File: src/rtl/id_ex_pipeline_reg_pkg.sv
// Shared definitions for the ID/EX pipeline register: control-bundle field
// offsets (also used by the control unit and EX/MEM register) and the per-cycle action.
package id_ex_pipeline_reg_pkg;

  localparam int CTRL_BITS_DEF   = 16;

  // Bit offsets of the decoded control bundle
  localparam int CTRL_REG_WRITE  = 0;
  localparam int CTRL_MEM_READ   = 1;
  localparam int CTRL_MEM_WRITE  = 2;
  localparam int CTRL_MEM_TO_REG = 3;
  localparam int CTRL_ALU_SRC    = 4;
  localparam int CTRL_REG_DST    = 5;
  localparam int CTRL_ALU_OP_LSB = 6;
  localparam int CTRL_ALU_OP_W   = 3;
  localparam int CTRL_BRANCH     = 9;

  typedef enum logic [1:0] {
    ACT_FREEZE = 2'd0,
    ACT_FLUSH  = 2'd1,
    ACT_STALL  = 2'd2,
    ACT_LOAD   = 2'd3
  } id_ex_action_e;

  // Priority below reset: freeze > flush > stall > load
  function automatic id_ex_action_e select_action(input logic enable,
                                                  input logic flush,
                                                  input logic stall);
    id_ex_action_e act;
    if (!enable) begin
      act = ACT_FREEZE;
    end else if (flush) begin
      act = ACT_FLUSH;
    end else if (stall) begin
      act = ACT_STALL;
    end else begin
      act = ACT_LOAD;
    end
    return act;
  endfunction

endpackage

File: src/rtl/id_ex_pipeline_reg_sat_counter.sv
// Saturating event counter with synchronous active-high reset; holds at all-ones.
module sat_counter #(
  parameter int CNT_BITS = 16
) (
  input  logic                clk,
  input  logic                reset,
  input  logic                inc,
  output logic [CNT_BITS-1:0] count
);

  localparam logic [CNT_BITS-1:0] CNT_MAX = {CNT_BITS{1'b1}};
  localparam logic [CNT_BITS-1:0] CNT_ONE = {{(CNT_BITS-1){1'b0}}, 1'b1};

  logic [CNT_BITS-1:0] count_r;

  // Count qualifying cycles, sticking at the maximum instead of wrapping
  always_ff @(posedge clk) begin
    if (reset) begin
      count_r <= {CNT_BITS{1'b0}};
    end else if (inc && (count_r != CNT_MAX)) begin
      count_r <= count_r + CNT_ONE;
    end else begin
      count_r <= count_r;
    end
  end

  assign count = count_r;

endmodule

File: src/rtl/id_ex_pipeline_reg.sv
// ID/EX pipeline register: decode-stage fields and control bundle into execute,
// with freeze, flush (bubble), stall (hold) and saturating stall/flush counters.
module id_ex_pipeline_reg
  import id_ex_pipeline_reg_pkg::*;
#(
  parameter int NBITS     = 32,
  parameter int RNBITS    = 5,
  parameter int CTRL_BITS = CTRL_BITS_DEF,
  parameter int CNT_BITS  = 16
) (
  input  logic                 i_clk,
  input  logic                 i_reset,
  input  logic                 i_enable,
  input  logic                 i_stall,
  input  logic                 i_flush,
  input  logic                 i_valid,
  input  logic [CTRL_BITS-1:0] i_ctrl,
  input  logic [NBITS-1:0]     i_pc4,
  input  logic [NBITS-1:0]     i_instruction,
  input  logic [NBITS-1:0]     i_registro1,
  input  logic [NBITS-1:0]     i_registro2,
  input  logic [NBITS-1:0]     i_extension,
  input  logic [RNBITS-1:0]    i_rs,
  input  logic [RNBITS-1:0]    i_rt,
  input  logic [RNBITS-1:0]    i_rd,
  output logic                 o_valid,
  output logic [CTRL_BITS-1:0] o_ctrl,
  output logic [NBITS-1:0]     o_pc4,
  output logic [NBITS-1:0]     o_instruction,
  output logic [NBITS-1:0]     o_registro1,
  output logic [NBITS-1:0]     o_registro2,
  output logic [NBITS-1:0]     o_extension,
  output logic [RNBITS-1:0]    o_rs,
  output logic [RNBITS-1:0]    o_rt,
  output logic [RNBITS-1:0]    o_rd,
  output logic [CNT_BITS-1:0]  o_stall_count,
  output logic [CNT_BITS-1:0]  o_flush_count
);

  id_ex_action_e        action_s;
  logic                 stall_inc_s;
  logic                 flush_inc_s;
  logic                 valid_r;
  logic [CTRL_BITS-1:0] ctrl_r;
  logic [NBITS-1:0]     pc4_r;
  logic [NBITS-1:0]     instruction_r;
  logic [NBITS-1:0]     registro1_r;
  logic [NBITS-1:0]     registro2_r;
  logic [NBITS-1:0]     extension_r;
  logic [RNBITS-1:0]    rs_r;
  logic [RNBITS-1:0]    rt_r;
  logic [RNBITS-1:0]    rd_r;

  // Resolve this cycle's action and the counter increment strobes
  always_comb begin
    action_s    = select_action(i_enable, i_flush, i_stall);
    stall_inc_s = 1'b0;
    flush_inc_s = 1'b0;
    case (action_s)
      ACT_FLUSH: flush_inc_s = 1'b1;
      ACT_STALL: stall_inc_s = 1'b1;
      default: begin
        stall_inc_s = 1'b0;
        flush_inc_s = 1'b0;
      end
    endcase
  end

  // Pipeline register; a flush clears only valid/control so the bubble is inert
  always_ff @(posedge i_clk) begin
    if (i_reset) begin
      valid_r       <= 1'b0;
      ctrl_r        <= {CTRL_BITS{1'b0}};
      pc4_r         <= {NBITS{1'b0}};
      instruction_r <= {NBITS{1'b0}};
      registro1_r   <= {NBITS{1'b0}};
      registro2_r   <= {NBITS{1'b0}};
      extension_r   <= {NBITS{1'b0}};
      rs_r          <= {RNBITS{1'b0}};
      rt_r          <= {RNBITS{1'b0}};
      rd_r          <= {RNBITS{1'b0}};
    end else begin
      case (action_s)
        ACT_LOAD: begin
          valid_r       <= i_valid;
          ctrl_r        <= i_valid ? i_ctrl : {CTRL_BITS{1'b0}};
          pc4_r         <= i_pc4;
          instruction_r <= i_instruction;
          registro1_r   <= i_registro1;
          registro2_r   <= i_registro2;
          extension_r   <= i_extension;
          rs_r          <= i_rs;
          rt_r          <= i_rt;
          rd_r          <= i_rd;
        end
        ACT_FLUSH: begin
          valid_r <= 1'b0;
          ctrl_r  <= {CTRL_BITS{1'b0}};
        end
        default: begin
          valid_r <= valid_r;
          ctrl_r  <= ctrl_r;
        end
      endcase
    end
  end

  sat_counter #(.CNT_BITS(CNT_BITS)) u_stall_cnt (
    .clk   (i_clk),
    .reset (i_reset),
    .inc   (stall_inc_s),
    .count (o_stall_count)
  );

  sat_counter #(.CNT_BITS(CNT_BITS)) u_flush_cnt (
    .clk   (i_clk),
    .reset (i_reset),
    .inc   (flush_inc_s),
    .count (o_flush_count)
  );

  assign o_valid       = valid_r;
  assign o_ctrl        = ctrl_r;
  assign o_pc4         = pc4_r;
  assign o_instruction = instruction_r;
  assign o_registro1   = registro1_r;
  assign o_registro2   = registro2_r;
  assign o_extension   = extension_r;
  assign o_rs          = rs_r;
  assign o_rt          = rt_r;
  assign o_rd          = rd_r;

endmodule

File: config.mk
export PLATFORM = sky130hd
export DESIGN_NAME = id_ex_pipeline_reg
export DESIGN_NICKNAME = d
export VERILOG_FILES = /design/src/rtl/id_ex_pipeline_reg_pkg.sv /design/src/rtl/id_ex_pipeline_reg_sat_counter.sv /design/src/rtl/id_ex_pipeline_reg.sv
export SDC_FILE = /design/constraint.sdc
export NUM_CORES = 1
export LEC_CHECK = 0
export ABC_AREA = 1
export BUFFER_PORTS_ARGS = -buffer_cell sky130_fd_sc_hd__buf_2
export CORE_AREA = 2 2 165 167
export DETAILED_ROUTE_END_ITERATION = 7
export DIE_AREA = 0 0 167 169
export PLACE_DENSITY = 0.63
export SLEW_MARGIN = 20
export SYNTH_ARGS = -nofsm -noshare
export SYNTH_HDL_FRONTEND = slang
export SYNTH_SLANG_ARGS = --single-unit
File: constraint.sdc
create_clock -name i_clk -period 1.7 [get_ports i_clk]
set_input_delay 0.34 -clock i_clk [delete_from_list [all_inputs] [get_ports i_clk]]
set_output_delay 0.34 -clock i_clk [all_outputs]
set_load 0.01 [all_outputs]
==> results of run 1 <==
cell families (layout without fill, tap and decap cells):
kind of cell,count (synthesis),count (layout),synth area share
simple gates,592,594,0.2815
fa+ha+maj,2,2,0.002990
other cells,0,3,0
compound gates,218,218,0.1310
flops,224,224,0.5359
buf+inv,91,513,0.04859
worst min-delay path, delay by kind of cell:
family / cells / cell delay [ps]
AOI/OAI and AO/OA: 1 / 50
buffers and inverters: 1 / 70
and+or+nand+nor: 1 / 70
flip-flops by register name, indices dropped and copies added, names as in the netlist:
register,cells
o_instruction,32
o_rd,5
u_flush_cnt.count,16
u_stall_cnt.count,16
o_ctrl,16
o_registro1,32
o_registro2,32
o_pc4,32
o_valid,1
o_rt,5
o_rs,5
o_extension,32
area by class of cell:
cell class	instances	area [µm²]
fill	2770	14730
sequential	224	4486
multi-input combinational	814	3531
timing repair buffer	446	2435
clock buffer	35	713.2
tap	341	426.7
inverter	23	93.84
clock inverter	9	76.32
antenna	3	7.507
metal layers:
layer  share of wire  GRT usage  up-vias
met1            0.42     0.2301     3921
met4           0.029    0.06372        0
met2            0.47     0.3065      343
met5               0          0        -
met3           0.080    0.04068       56
li1                -          -     4435
stage by stage:
stage / hold slack (ps) / utilization
2_1_floorplan: 482.8 / -
3_3_place_gp: 448.9 / 0.4122
3_5_place_dp: 453.9 / 0.4122
4_1_cts: 30.49 / 0.4420
5_1_grt: 44.07 / 0.4439
6_report: 49.84 / 0.4441
power by group:
part	switching (mW)	total, mW	internal (mW)
clock	2.11	5.18	3.06
sequential	0.136	5.67	5.54
combinational	0.856	1.50	0.646
cells in the final DEF (no fill, tap or decap), types with 2 or more instances in the layout:
master     instances
nor2_1           424
buf_2            420
dfxtp_1          223
o21ai_1          150
nand2_1          111
a21oi_1           40
nand3_1           35
o21ai_0           26
clkbuf_16         25
inv_1             16
buf_4             15
buf_12            11
nor2_2             6
clkinv_2           6
clkbuf_8           5
clkbuf_1           5
inv_2              4
nand2_2            4
nor2_4             4
diode_2            3
nand4_1            3
inv_6              2
nand3_2            2
nand4_4            2
ha_1               2
final timing paths:
path,to,slack [ps],cells after the start
setup / recovery,u_stall_cnt.count[15],150,5
hold / removal,o_registro1[8],50,3
setup reg to reg,u_stall_cnt.count[15],150,5
hold reg to reg,o_ctrl[2],460,2
==> impl_summary.log, run 1 <==
INFO  metric detail_route.first_pass.iterations = 6
INFO  metric worst_slack = 151.7 ps
INFO  metric yosys_register_bits = 224
INFO  metric synth.top_cells.by_area = dfxtp_1 54%, nor2_1 19%, o21ai_1 9.0%
INFO  metric critical_path.startpoint = u_stall_cnt.count[8]
INFO  metric async_reset_ff_frac = 0
INFO  metric port-buffer-count = 420
INFO  metric route.detailed.drc = 0
INFO  metric tritoncts_sinks = 224
INFO  metric finalSetupViolations = 0
INFO  metric grt_setup_unrepaired = no
INFO  metric placed_cell_area = 10920 µm²
INFO  metric synthDominantCellAreaShare = 0.5359
INFO  metric initialDrtViolationCount = 489
INFO  metric synth.lib_cells_used.distinct = 25
INFO  metric worst_setup_path_start_kind = register
INFO  metric mappedNetlistNets = 1326
INFO  metric globalRouteTotalUtil = 0.1821
INFO  metric hpwl = 20200 µm
INFO  metric dominantRegCellSynth = dfxtp_1
INFO  metric place_congestion = 0.8325
INFO  metric status = finished, final reports clean
INFO  metric critical-path-slowest-cell = dfxtp_1
INFO  metric setup_tns = 0 ps
INFO  metric layout_min_cycle_time = 1548 ps
INFO  metric htreeDepth = 1
INFO  metric floorplan.initialDensity = 0.3158
INFO  metric crit_path_cell_trace = nand2_1, nor2_2, nand4_4, a21oi_1, nor2_1
INFO  metric mapped_cells = 1127
INFO  metric timing.hold.worst.class = in2reg
INFO  metric non_filler_cells_final = 1895
INFO  metric clock_tree.buffer_depth = 3
INFO  metric crit_buf_inv = 0
INFO  metric critical_path_peak_fanout = 14
INFO  metric fin_total_pwr = 12.35 mW
INFO  metric grt_pass1_vias = 8033
INFO  metric hold_path_startpoint = i_registro1[8]
INFO  metric clock_skew = 6.748 ps
INFO  metric worst-setup-path-type = reg2reg
INFO  metric dp.cells = 1846
INFO  metric layout-area-overhead-vs-synth = 40.64%
INFO  metric worst_r2r_startpoint = u_stall_cnt.count[8]
INFO  metric min_period_over_period = 0.9107
INFO  metric antenna_found_initial = 2
INFO  metric insertion_delay = 520 ps
INFO  metric placeableCoreArea = 26500 µm²
INFO  metric slew_violations = 0
INFO  metric cts_root_buf = clkbuf_16
INFO  metric finalWirelength = 27320 µm
INFO  metric synth_most_common_cell = nor2_1
INFO  metric grt_pass1_wl = 42440 µm
INFO  metric max-cap-violations = 0
INFO  metric nets = 1733
INFO  metric postRouteAntennaNets = 0
INFO  metric fmax = 645.9 MHz
INFO  metric wire_per_inst = 14.42 µm
INFO  metric critPathArrivalTime = 1960 ps
INFO  metric grt_start_max_net_pins = 96
INFO  metric actual_slew_at_the_worst_max_slew_pin = 451.9 ps
INFO  metric worst_slew_margin_rel = 0.6980
INFO  metric synth-warning-count = 0
INFO  metric post_synth.cell_area_avg = 7.425 µm²
INFO  metric final_design_area_no_fill = 11770 µm²
INFO  metric clkTransAtPathRegs = 60 ps
INFO  metric cts-hold-fix-buffers = 0
INFO  metric grt_remaining_overflow = 0
INFO  metric rows = 60
INFO  metric drive_gt1_frac = 0.3314
INFO  metric cts_tree = built
INFO  metric yosysSeqAreaShare = 0.5359
INFO  metric family_of_cells_with_the_greatest_summed_delay_on_the_critical_path = simple AND/OR/NAND/NOR gates
INFO  metric die_w = 167 µm
INFO  metric dieArea = 28220 µm²
INFO  metric power.density_cell_area = 1050 nW/µm²
INFO  metric vdd_ir_drop_max = 0.0007901 V
INFO  metric pre_cts_slack = 79.27 ps
INFO  metric cts_setup_buffers = 0
INFO  metric synth_top_cells_by_count = 425 x nor2_1, 224 x dfxtp_1, 150 x o21ai_1, 111 x nand2_1, 40 x a21oi_1
INFO  metric top_level_ports = 421
INFO  metric edff_count_synth = 0
INFO  metric timing.critical_path.slowest_cell_delay = 460 ps
INFO  metric cts-resized-gates = 0
INFO  metric cts_made_buffers = 25
INFO  metric worst_ep_required_time = 2110 ps
INFO  metric report.final.hold_viol_count = 0
INFO  metric yosys.area.top_type = dfxtp_1
INFO  metric vias_per_cell = 4.620
INFO  metric leak_pwr = 5.574 nW
INFO  metric crit_path_end_kind = register
INFO  metric chipHeight = 169 µm
INFO  metric synth.cell_area = 8368 µm²
INFO  metric routed-via-count = 8755
(Power assumes the default switching activity.)
==> inputs of run 2 (changes only) <==
Settings changed: PLACE_DENSITY 0.63 to default.
==> impl_summary.log, run 2 (synthesis results as in run 1) <==
INFO  metric nets = 1740 (+0.40%)
INFO  metric port-buffer-count = 420 (unchanged)
INFO  metric initialDrtViolationCount = 492 (+0.61%)
INFO  metric min_period_over_period = 0.9132 (+0.002486)
INFO  metric clkPwrFrac = 0.434 (+0.015)
INFO  metric family_of_cells_with_the_greatest_summed_delay_on_the_critical_path = simple AND/OR/NAND/NOR gates
INFO  metric globalRouteTotalUtil = 0.1894 (+0.007328)
INFO  metric worst-setup-path-type = reg2reg
INFO  metric grt_remaining_overflow = 0 (unchanged)
INFO  metric routed-via-count = 8800 (+0.51%)
INFO  metric layout_min_cycle_time = 1552 ps (+4.227 ps)
INFO  metric vias_per_cell = 4.629 (+0.20%)
INFO  metric final_core_occ = 0.4466 (+0.002455)
INFO  metric tritoncts_sinks = 224 (unchanged)
INFO  metric fmax = 644.1 MHz (-0.27%)
INFO  metric grt_setup_unrepaired = no
INFO  metric worst_ep_required_time = 2120 ps (about the same)
INFO  metric sequentialPowerShare = 0.447 (-0.012)
INFO  metric drive_gt1_frac = 0.3350 (+0.003646)
INFO  metric grt_start_max_net_pins = 92 (-4.2%)
INFO  metric die_w = 167 µm (unchanged)
INFO  metric cts_tree = built
INFO  metric most_common_cell_after_layout_fill_and_taps_aside = nor2_1
INFO  metric crit_path_end_kind = register
INFO  metric clock_tree.buffer_depth = 3 (unchanged)
INFO  metric vdd_ir_drop_max = 0.0007496 V (-5.1%)
INFO  metric postRouteAntennaNets = 0 (unchanged)
INFO  metric dieArea = 28220 µm² (unchanged)
INFO  metric htreeDepth = 1 (unchanged)
INFO  metric route.detailed.drc = 0 (unchanged)
INFO  metric leak_pwr = 5.631 nW (+1.0%)
INFO  metric insertion_delay = 520 ps (about the same)
INFO  metric hpwl = 20900 µm (+3.5%)
INFO  metric antenna_found_initial = 2 (unchanged)
INFO  metric rows = 60 (unchanged)
INFO  metric timing.critical_path.slowest_cell_delay = 390 ps (-70 ps)
INFO  metric floorplan.initialDensity = 0.3158 (unchanged)
INFO  metric clkTransAtPathRegs = 60 ps (about the same)
INFO  metric power.net_switching = 3.208 mW (+3.3%)
INFO  metric layout_common_cells = 425 x nor2_1, 420 x buf_2, 224 x dfxtp_1, 150 x o21ai_1, 111 x nand2_1
INFO  metric final_design_area_no_fill = 11830 µm² (+0.55%)
INFO  metric layout-area-overhead-vs-synth = 41.42%
INFO  metric critical-path-slowest-cell = dfxtp_1
INFO  metric wire_per_inst = 15.01 µm (+4.1%)
INFO  metric finalSetupViolations = 0 (unchanged)
INFO  metric internal-power = 9.493 mW (+2.7%)
INFO  metric timing.hold.worst.class = in2reg
INFO  metric worst_setup_path_start_kind = register
INFO  metric finalWirelength = 28530 µm (+4.4%)
INFO  metric status = finished, final reports clean
INFO  metric placed_cell_area = 10960 µm² (+0.37%)
INFO  metric max-cap-violations = 0 (unchanged)
INFO  metric power.density_cell_area = 1073 nW/µm² (+2.2%)
INFO  metric worst_hold_slack = 48.05 ps (-1.789 ps)
INFO  metric actual_slew_at_the_worst_max_slew_pin = 381.4 ps (-70.49 ps)
INFO  metric place_congestion = 0.8471 (+1.8%)
INFO  metric cts_root_buf = clkbuf_16
INFO  metric critical_path_peak_fanout = 14 (unchanged)
INFO  metric grt_pass1_wl = 43730 µm (+3.0%)
INFO  metric clock_skew = 5.068 ps (-1.680 ps)
INFO  metric placeableCoreArea = 26500 µm² (unchanged)
INFO  metric cts_made_buffers = 26 (+4.0%)
INFO  metric setup_tns = 0 ps (unchanged)
INFO  metric chipHeight = 169 µm (unchanged)
INFO  metric detail_route.first_pass.iterations = 4 (-2)
INFO  metric critPathArrivalTime = 1970 ps (about the same)
INFO  metric cts-hold-fix-buffers = 0 (unchanged)
INFO  metric fraction_of_power_consumed_by_combinational_cells = 0.119 (-0.003)
INFO  metric worst_slew_margin_rel = 0.7457 (+0.04771)
INFO  metric crit_buf_inv = 1 (+1)
INFO  metric swShare = 0.2526 (+0.001114)
INFO  metric report.final.hold_viol_count = 0 (unchanged)
INFO  metric fin_total_pwr = 12.70 mW (+2.8%)
INFO  metric grt_pass1_vias = 8098 (+0.81%)
INFO  metric slew_violations = 0 (unchanged)
INFO  metric top_level_ports = 421 (unchanged)
INFO  metric crit_path_cell_trace = ha_1, inv_1, nor2_2, nand4_4, a21oi_1, nor2_1
## run 2: cell types whose count changed in the layout (fill, tap and decap cells not counted), sizes merged
cell,before,now
clkinvlp,1,0
clkbuf,35,32
buf,446,453
nand4,6,5
clkinv,7,12
inv,23,22
bufinv,1,2
diode,3,2
## run 2: path summary, 6_finish.rpt
path	endpoint	slack, ps	start	cells past startpoint
min reg2reg	o_ctrl[9]	460	o_ctrl[9]	2
min	o_extension[5]	50	i_extension[5]	3
max reg2reg	u_stall_cnt.count[3]	150	u_stall_cnt.count[0]	6
max	u_stall_cnt.count[3]	150	u_stall_cnt.count[0]	6
## run 2: layout make-up
type                    count  area [µm²]
diodes                      2       5.005
clock buffers              32       724.4
clock inverters            13       118.9
fillers                  2721       14670
inverters                  23       93.84
multi-input cells         813        3506
flip-flops and latches    224        4484
well taps                 341       426.7
repair buffers            453        2475
## run 2: worst register-to-register path, cell delays in order, from the launching register on
cell and delay [ps]:
dfxtp_1 390, ha_1 190, inv_1 60, nor2_2 240
nand4_4 280, a21oi_1 230, nor2_1 60
## run 2: per-layer routing
layer  GRT usage  vias to the layer above  part of all wire
met5           0                        -                 0
met4     0.06447                        0             0.033
met3     0.04536                       56             0.077
met2      0.3289                      333              0.48
met1      0.2302                     3963              0.41
li1            -                     4448                 -
## run 2: power groups by stage
| stage | logic, mW | registers, mW | clock network (mW) |
|---|---|---|---|
| 6_report | 1.51 | 5.68 | 5.51 |
| 5_1_grt | 1.69 | 5.71 | 5.87 |
| 4_1_cts | 1.53 | 5.68 | 5.67 |
| 3_5_place_dp | 1.52 | 5.79 | 0 |
| 3_3_place_gp | 1.51 | 5.78 | 0 |
| 2_1_floorplan | 0.622 | 5.93 | 0 |
## run 2: stage by stage
step	worst slack, ps	instances
after floorplan	227.0	1127
after global placement	127.4	1853
after detailed placement	85.87	1853
after CTS	67.31	1898
after global routing	0.4690	1901
final	147.5	1901
## run 2: timing repair
item / 4_1_cts / 5_1_grt
buffers inserted: 0 / 0
gates resized for setup: 0 / 1
setup endpoints to repair: 0 / 15
